## src/rtl/fifo_pkg.sv

```systemverilog
// -----------------------------------------------------------------------------
// fifo_pkg
// Shared helpers for the synchronous FIFO family.
//   fifo_clog2     : ceiling log2 of a positive integer
//   fifo_depth     : number of words addressed by an addr_size-bit address
//   fifo_level_ok  : true when a threshold lies in 0..depth
//   FIFO_CHECK_LEVEL macro : elaboration-time threshold range guard
// -----------------------------------------------------------------------------
`ifndef FIFO_PKG_MACROS
`define FIFO_PKG_MACROS
// Expands to a generate block that stops elaboration when LVL is out of range.
`define FIFO_CHECK_LEVEL(LVL, DEP, LABEL) \
  if (!fifo_pkg::fifo_level_ok((LVL), (DEP))) begin : LABEL \
    $error("fifo threshold %0d outside 0..%0d", (LVL), (DEP)); \
  end
`endif

package fifo_pkg;

  function automatic int fifo_clog2(input int value);
    int result;
    result = 0;
    while ((1 << result) < value) result++;
    return result;
  endfunction

  function automatic int fifo_depth(input int addr_size);
    return 1 << addr_size;
  endfunction

  function automatic bit fifo_level_ok(input int level, input int depth);
    return (level >= 0) && (level <= depth);
  endfunction

endpackage

```

## src/rtl/fifo_ram_reg.sv

```systemverilog
// -----------------------------------------------------------------------------
// fifo_ram_reg
// 2**ADDR_SIZE x DATA_SIZE storage with synchronous write and a registered,
// enable-gated read port. Only the read register is reset.
//   wclk_i   : clock
//   wrst_i   : asynchronous active-high reset (clears rdata_o only)
//   wen_i    : write enable, waddr_i/wdata_i captured on the rising edge
//   ren_i    : read enable, mem[raddr_i] loaded into rdata_o on the rising edge
//   rdata_o  : registered read data, holds when ren_i is low
// -----------------------------------------------------------------------------
module fifo_ram_reg #(
  parameter int DATA_SIZE = 32,
  parameter int ADDR_SIZE = 6
) (
  input  logic                 wclk_i,
  input  logic                 wrst_i,
  input  logic                 wen_i,
  input  logic [ADDR_SIZE-1:0] waddr_i,
  input  logic [DATA_SIZE-1:0] wdata_i,
  input  logic                 ren_i,
  input  logic [ADDR_SIZE-1:0] raddr_i,
  output logic [DATA_SIZE-1:0] rdata_o
);

  localparam int DEPTH = fifo_pkg::fifo_depth(ADDR_SIZE);

  logic [DATA_SIZE-1:0] mem_q [DEPTH];
  logic [DATA_SIZE-1:0] rdata_q;

  // NOTE: the array has no reset so it maps onto plain RAM; stale words are
  // never observable because the pointers gate every read.
  always_ff @(posedge wclk_i) begin
    if (wen_i) mem_q[waddr_i] <= wdata_i;
  end

  // NOTE: non-blocking assignment keeps the read register race-free against
  // the same-edge write above.
  always_ff @(posedge wclk_i or posedge wrst_i) begin
    if (wrst_i)     rdata_q <= '0;
    else if (ren_i) rdata_q <= mem_q[raddr_i];
  end

  assign rdata_o = rdata_q;

endmodule

```

## src/rtl/sync_fifo_reg.sv

```systemverilog
// -----------------------------------------------------------------------------
// sync_fifo_reg
// Single-clock FIFO with registered read port, occupancy count, threshold
// flags and sticky error flags.
//   wclk          : clock for both sides (rising edge)
//   wrst          : asynchronous active-high reset, empties the FIFO
//   winc / wdata  : write request and data (dropped while full)
//   rinc          : read request (ignored while empty)
//   rdata/rvalid  : popped word, valid one cycle after an accepted rinc
//   wfull, walmost_full, rempty, ralmost_empty, count : status from pointers
//   overflow/underflow : sticky error flags, cleared by clr_err
// -----------------------------------------------------------------------------
module sync_fifo_reg
  import fifo_pkg::*;
#(
  parameter int DATA_SIZE = 32,
  parameter int ADDR_SIZE = 6,
  parameter int AF_LEVEL  = (1 << ADDR_SIZE) - 4,
  parameter int AE_LEVEL  = 4
) (
  input  logic                 wclk,
  input  logic                 wrst,
  input  logic                 winc,
  input  logic [DATA_SIZE-1:0] wdata,
  input  logic                 rinc,
  output logic [DATA_SIZE-1:0] rdata,
  output logic                 rvalid,
  output logic                 wfull,
  output logic                 walmost_full,
  output logic                 rempty,
  output logic                 ralmost_empty,
  output logic [ADDR_SIZE:0]   count,
  output logic                 overflow,
  output logic                 underflow,
  input  logic                 clr_err
);

  localparam int DEPTH = fifo_depth(ADDR_SIZE);

  `FIFO_CHECK_LEVEL(AF_LEVEL, DEPTH, g_bad_af_level)
  `FIFO_CHECK_LEVEL(AE_LEVEL, DEPTH, g_bad_ae_level)

  // Thresholds fit in ADDR_SIZE+1 bits once range-checked.
  localparam logic [ADDR_SIZE:0] DEPTH_V = DEPTH[ADDR_SIZE:0];
  localparam logic [ADDR_SIZE:0] AF_V    = AF_LEVEL[ADDR_SIZE:0];
  localparam logic [ADDR_SIZE:0] AE_V    = AE_LEVEL[ADDR_SIZE:0];

  // Pointers carry one extra wrap bit so full and empty are distinguishable.
  logic [ADDR_SIZE:0] wptr_q, wptr_d;
  logic [ADDR_SIZE:0] rptr_q, rptr_d;
  logic               rvalid_q, rvalid_d;
  logic               overflow_q, overflow_d;
  logic               underflow_q, underflow_d;
  logic               wen, ren;

  // Status derives only from registered pointers: no winc/rinc path.
  assign count         = wptr_q - rptr_q;
  assign wfull         = (count == DEPTH_V);
  assign rempty        = (wptr_q == rptr_q);
  assign walmost_full  = (count >= AF_V);
  assign ralmost_empty = (count <= AE_V);

  assign wen = winc && !wfull;
  assign ren = rinc && !rempty;

  // NOTE: every output of this block gets a default first, so no latch forms.
  always_comb begin
    wptr_d      = wptr_q;
    rptr_d      = rptr_q;
    rvalid_d    = ren;
    overflow_d  = overflow_q  | (winc && wfull);
    underflow_d = underflow_q | (rinc && rempty);
    if (wen) wptr_d = wptr_q + 1'b1;
    if (ren) rptr_d = rptr_q + 1'b1;
    // Clearing wins over a same-cycle error.
    if (clr_err) begin
      overflow_d  = 1'b0;
      underflow_d = 1'b0;
    end
  end

  always_ff @(posedge wclk or posedge wrst) begin
    if (wrst) begin
      wptr_q      <= '0;
      rptr_q      <= '0;
      rvalid_q    <= 1'b0;
      overflow_q  <= 1'b0;
      underflow_q <= 1'b0;
    end else begin
      wptr_q      <= wptr_d;
      rptr_q      <= rptr_d;
      rvalid_q    <= rvalid_d;
      overflow_q  <= overflow_d;
      underflow_q <= underflow_d;
    end
  end

  assign rvalid    = rvalid_q;
  assign overflow  = overflow_q;
  assign underflow = underflow_q;

  fifo_ram_reg #(
    .DATA_SIZE (DATA_SIZE),
    .ADDR_SIZE (ADDR_SIZE)
  ) u_ram (
    .wclk_i  (wclk),
    .wrst_i  (wrst),
    .wen_i   (wen),
    .waddr_i (wptr_q[ADDR_SIZE-1:0]),
    .wdata_i (wdata),
    .ren_i   (ren),
    .raddr_i (rptr_q[ADDR_SIZE-1:0]),
    .rdata_o (rdata)
  );

endmodule

```

## config.mk

```make
export PLATFORM = sky130hd
export DESIGN_NAME = sync_fifo_reg
export DESIGN_NICKNAME = d
export VERILOG_FILES = /design/src/rtl/fifo_pkg.sv /design/src/rtl/fifo_ram_reg.sv /design/src/rtl/sync_fifo_reg.sv
export SDC_FILE = /design/constraint.sdc
export NUM_CORES = 2
export LEC_CHECK = 0
export CORE_ASPECT_RATIO = 0.6
export CORE_MARGIN = 3
export CORE_UTILIZATION = 50
export CTS_CLUSTER_DIAMETER = 60
export CTS_CLUSTER_SIZE = 25
export DETAILED_ROUTE_END_ITERATION = 8
export HOLD_SLACK_MARGIN = 0.12
export PLACE_DENSITY = 0.68
export SLEW_MARGIN = 15
export SYNTH_ARGS = -nofsm -noshare
export SYNTH_HDL_FRONTEND = slang
export SYNTH_SLANG_ARGS = --single-unit
```

## constraint.sdc

```tcl
create_clock -name wclk -period 5.15 [get_ports wclk]
set_input_delay 0.515 -clock wclk [delete_from_list [all_inputs] [get_ports wclk]]
set_output_delay 0.515 -clock wclk [all_outputs]
set_load 0.05 [all_outputs]
```

==> results.yml <==
floorplan:
  die_y_um: 317
  die_x_um: 524
  dieArea_um2: 166000
  core_region_area_um2: 159000
  ios: 83
  start_util: 0.506
  rows: 113
sta:
  finalSetupTns_ps: 0
  slew_headroom: 0.202
  fmax_mhz: 207
  hold_violations: 0
  grt_setup_unrepaired: "false"
  worstMarginPinSlew_ps: 1190
  fin_ws_ps: 327
  drv_slew: 0
  period_share: 0.936
  skew_ps: 28.7
  min_period_ps: 4820
  setup_viol: 0
synth:
  yosysMostFrequentCell: "edfxtp_1"
  seq_area_frac_synth: 0.780
  synth_seq_cells: 2097
  ys_types: 55
  synth_top_area_share: 0.764
  netlist_area_um2: 80500
  synthArstFlopShare: 0.0234
  yosysTopAreaCell: "edfxtp_1"
  synth_flop_cell: "edfxtp_1"
  synth-edff-count: 2048
  syn_inst: 3750
  yosys-top-cells-area: "edfxtp_1, mux4_2, mux2i_1"
  syn_nets: 3796
  yosysWarnings: 0
  synth_commonest_cells: "edfxtp_1, mux4_2, mux2i_1"
  postSynthAreaPerCell_um2: 21.5
global_route:
  grt.busiest_layer: "met1"
  grt_pass1_vias: 36700
  antenna_found_initial: 7
  grt_use_total: 0.245
  grt_max_degree: 113
  grt_first_pass_wirelength_um: 288000
  met3_usage: 0.0709
  met2_usage: 0.315
  met1_usage: 0.417
  gr-total-overflow: 0
power_and_ir_drop:
  irDropWorstVdd_uv: 629
  power_frac_comb: 0.353
  intPower_uw: 29000
  powerDensity_nw_per_um2: 508
  p_sw_frac: 0.349
  p_leak_uw: 0.0274
  p_clk_frac: 0.200
  seqPwrFrac: 0.447
  p_sw_uw: 15500
setup_path:
  slowest_stage: "a2111oi_2"
  path_cells: "inv_1 > ha_1 > inv_1 > fa_1 > a21o_1 > a221oi_2 > xnor2_1 > a2111oi_2 > buf_4 > buf_12"
  cp_max_fo: 5
  cpPeakStageDelay_ps: 940
  cp_num_buf_inv: 4
  crit_path_end_kind: "output pin"
  crit_top_cell: "inv_1"
  worstPathArrival_ps: 4310
  critPathKind: "reg2out"
  start_kind: "flop"
  required_ps: 4640
  crit_family: "compound AO/OA/AOI/OAI gates"
flow_run:
  cap_viol_max_count: 0
final_layout:
  drive_gt1_frac: 0.198
  area_delta_synth_final_pct: 8.88
  regArea_um2: 62700
  diodes: 0
  nets: 3912
  multi_input_area_um2: 17000
  fill_cells: 11800
clock_tree:
  hold_buffers: 0
  numCtsBuffers: 98
  cts.sinks: 2097
  htreeDepth: 3
  cts.path.max_buffers: 3
  cts_tree: "yes"
  clk_pin_slew_ps: 100
  cts_resized: 0
  post_cts_buffers: 0
  root_buffer: "clkbuf_16"
  clock_latency_ps: 740
placed_design:
  finalWeightedCongestion: 0.857
  port_buffers: 82
  dpl.hpwl_um: 122000
  place_ws_ps: 603
detailed_routing:
  drc: 0
  drt-wirelength-per-cell_um: 33.6
  vias: 39500
  vias_per_cell: 6.53
  drt_iter0_drc: 6509
  drtAntennaViolNets: 0
  wirelength_um: 203000
  dr.pass1.iters: 5
hold_path:
  hold_path.class: "in2async"
run_status:
  status: "finished clean"
logic make-up (layout without fill, tap and decap cells):
family | count (synthesis) | in the layout | synth area share
flip-flops | 2097 | 2097 | 0.780
multiplexers | 719 | 719 | 0.148
AO/OA/AOI/OAI | 408 | 408 | 0.0378
AND/OR/NAND/NOR | 270 | 270 | 0.0154
buffers and inverters | 228 | 404 | 0.0159
XOR/XNOR | 19 | 19 | 0.00225
adder cells (fa/ha/maj) | 9 | 9 | 0.00149
cell usage in the layout, fill, tap and decap left out, types with 8 or more instances in the layout:
| cell type | netlist | routed |
|---|---|---|
| o21ai_0 | 24 | 24 |
| o22ai_1 | 57 | 57 |
| a22oi_1 | 100 | 100 |
| xnor2_1 | 10 | 10 |
| and3_1 | 17 | 17 |
| clkdlybuf4s50_1 | 0 | 44 |
| clkbuf_1 | 85 | 40 |
| o32a_1 | 24 | 24 |
| edfxtp_1 | 2048 | 2048 |
| o22a_1 | 8 | 8 |
| a21oi_1 | 25 | 25 |
| a211oi_1 | 62 | 62 |
| nor2_4 | 0 | 68 |
| mux2i_1 | 344 | 344 |
| nand2_1 | 75 | 75 |
| o221ai_1 | 26 | 26 |
| o211ai_1 | 27 | 27 |
| buf_2 | 43 | 29 |
| a22o_1 | 18 | 18 |
| nor2_1 | 103 | 35 |
| ha_1 | 8 | 8 |
| clkbuf_16 | 0 | 99 |
| a31oi_1 | 8 | 8 |
| a221oi_1 | 18 | 18 |
| mux4_2 | 374 | 374 |
| buf_12 | 0 | 38 |
| buf_4 | 29 | 124 |
| nand4_1 | 8 | 8 |
| dfrtp_1 | 49 | 45 |
| nor3_1 | 13 | 11 |
| nand3_1 | 27 | 25 |
layout make-up:
class                   instances  share of cell area
clock inverters                19             0.00243
well taps                    2127              0.0304
flip-flops and latches       2097               0.716
clock buffers                 141              0.0303
inverters                       9            0.000443
repair buffers                235              0.0260
multi-input cells            1425               0.194
layer usage:
layer  share of wire  wire [um]
met1            0.45      90800
met2            0.41      82400
met3            0.13      26800
met4           0.015       3070
met5               0          0
sequential cells by signal (all words and copies together) (netlist names):
register / flops
u_ram.mem_q: 2048
u_ram.rdata_o: 32
rptr_q: 7
wptr_q: 7
overflow: 1
rvalid: 1
underflow: 1
per-stage QoR:
stage          std cells  power (uW)  hold WS [ps]   util  instance area [um2]
2_1_floorplan       3750       30200           462      -                80500
3_3_place_gp        5893       35700           483  0.533                84700
3_5_place_dp        5893       35900           503  0.533                84700
4_1_cts             6053       44500           318  0.551                87600
5_1_grt             6053       46100           323  0.551                87600
6_report            6053       44500           308  0.551                87600
final timing paths:
path	from	end	slack (ps)	depth (start not counted)
worst max-delay path	wptr_q[0]$_DFFE_PP0P_	ralmost_empty	330	10
worst min-delay path	wrst	overflow$_DFF_PP0_	310	2
worst max register to register	wptr_q[0]$_DFFE_PP0P_	u_ram.mem_q[5][10]$_DFFE_PP_	530	12
worst min register to register	rptr_q[6]$_DFFE_PP0P_	rptr_q[6]$_DFFE_PP0P_	520	1
max in group asynchronous	wrst	u_ram.rdata_o[31]$_DFFE_PP0P_	3900	3
min in group wclk	clr_err	underflow$_DFF_PP0_	390	2
power by group through the flow:
| stage | logic [uW] | clock network [uW] | registers [uW] |
|---|---|---|---|
| finish | 15700 | 8890 | 19900 |
| global route | 16500 | 9640 | 19900 |
| CTS | 15600 | 9030 | 19900 |
| detailed placement | 15600 | 0 | 20300 |
| global placement | 15500 | 0 | 20300 |
| floorplan | 9690 | 0 | 20500 |
(Power assumes the default switching activity.)
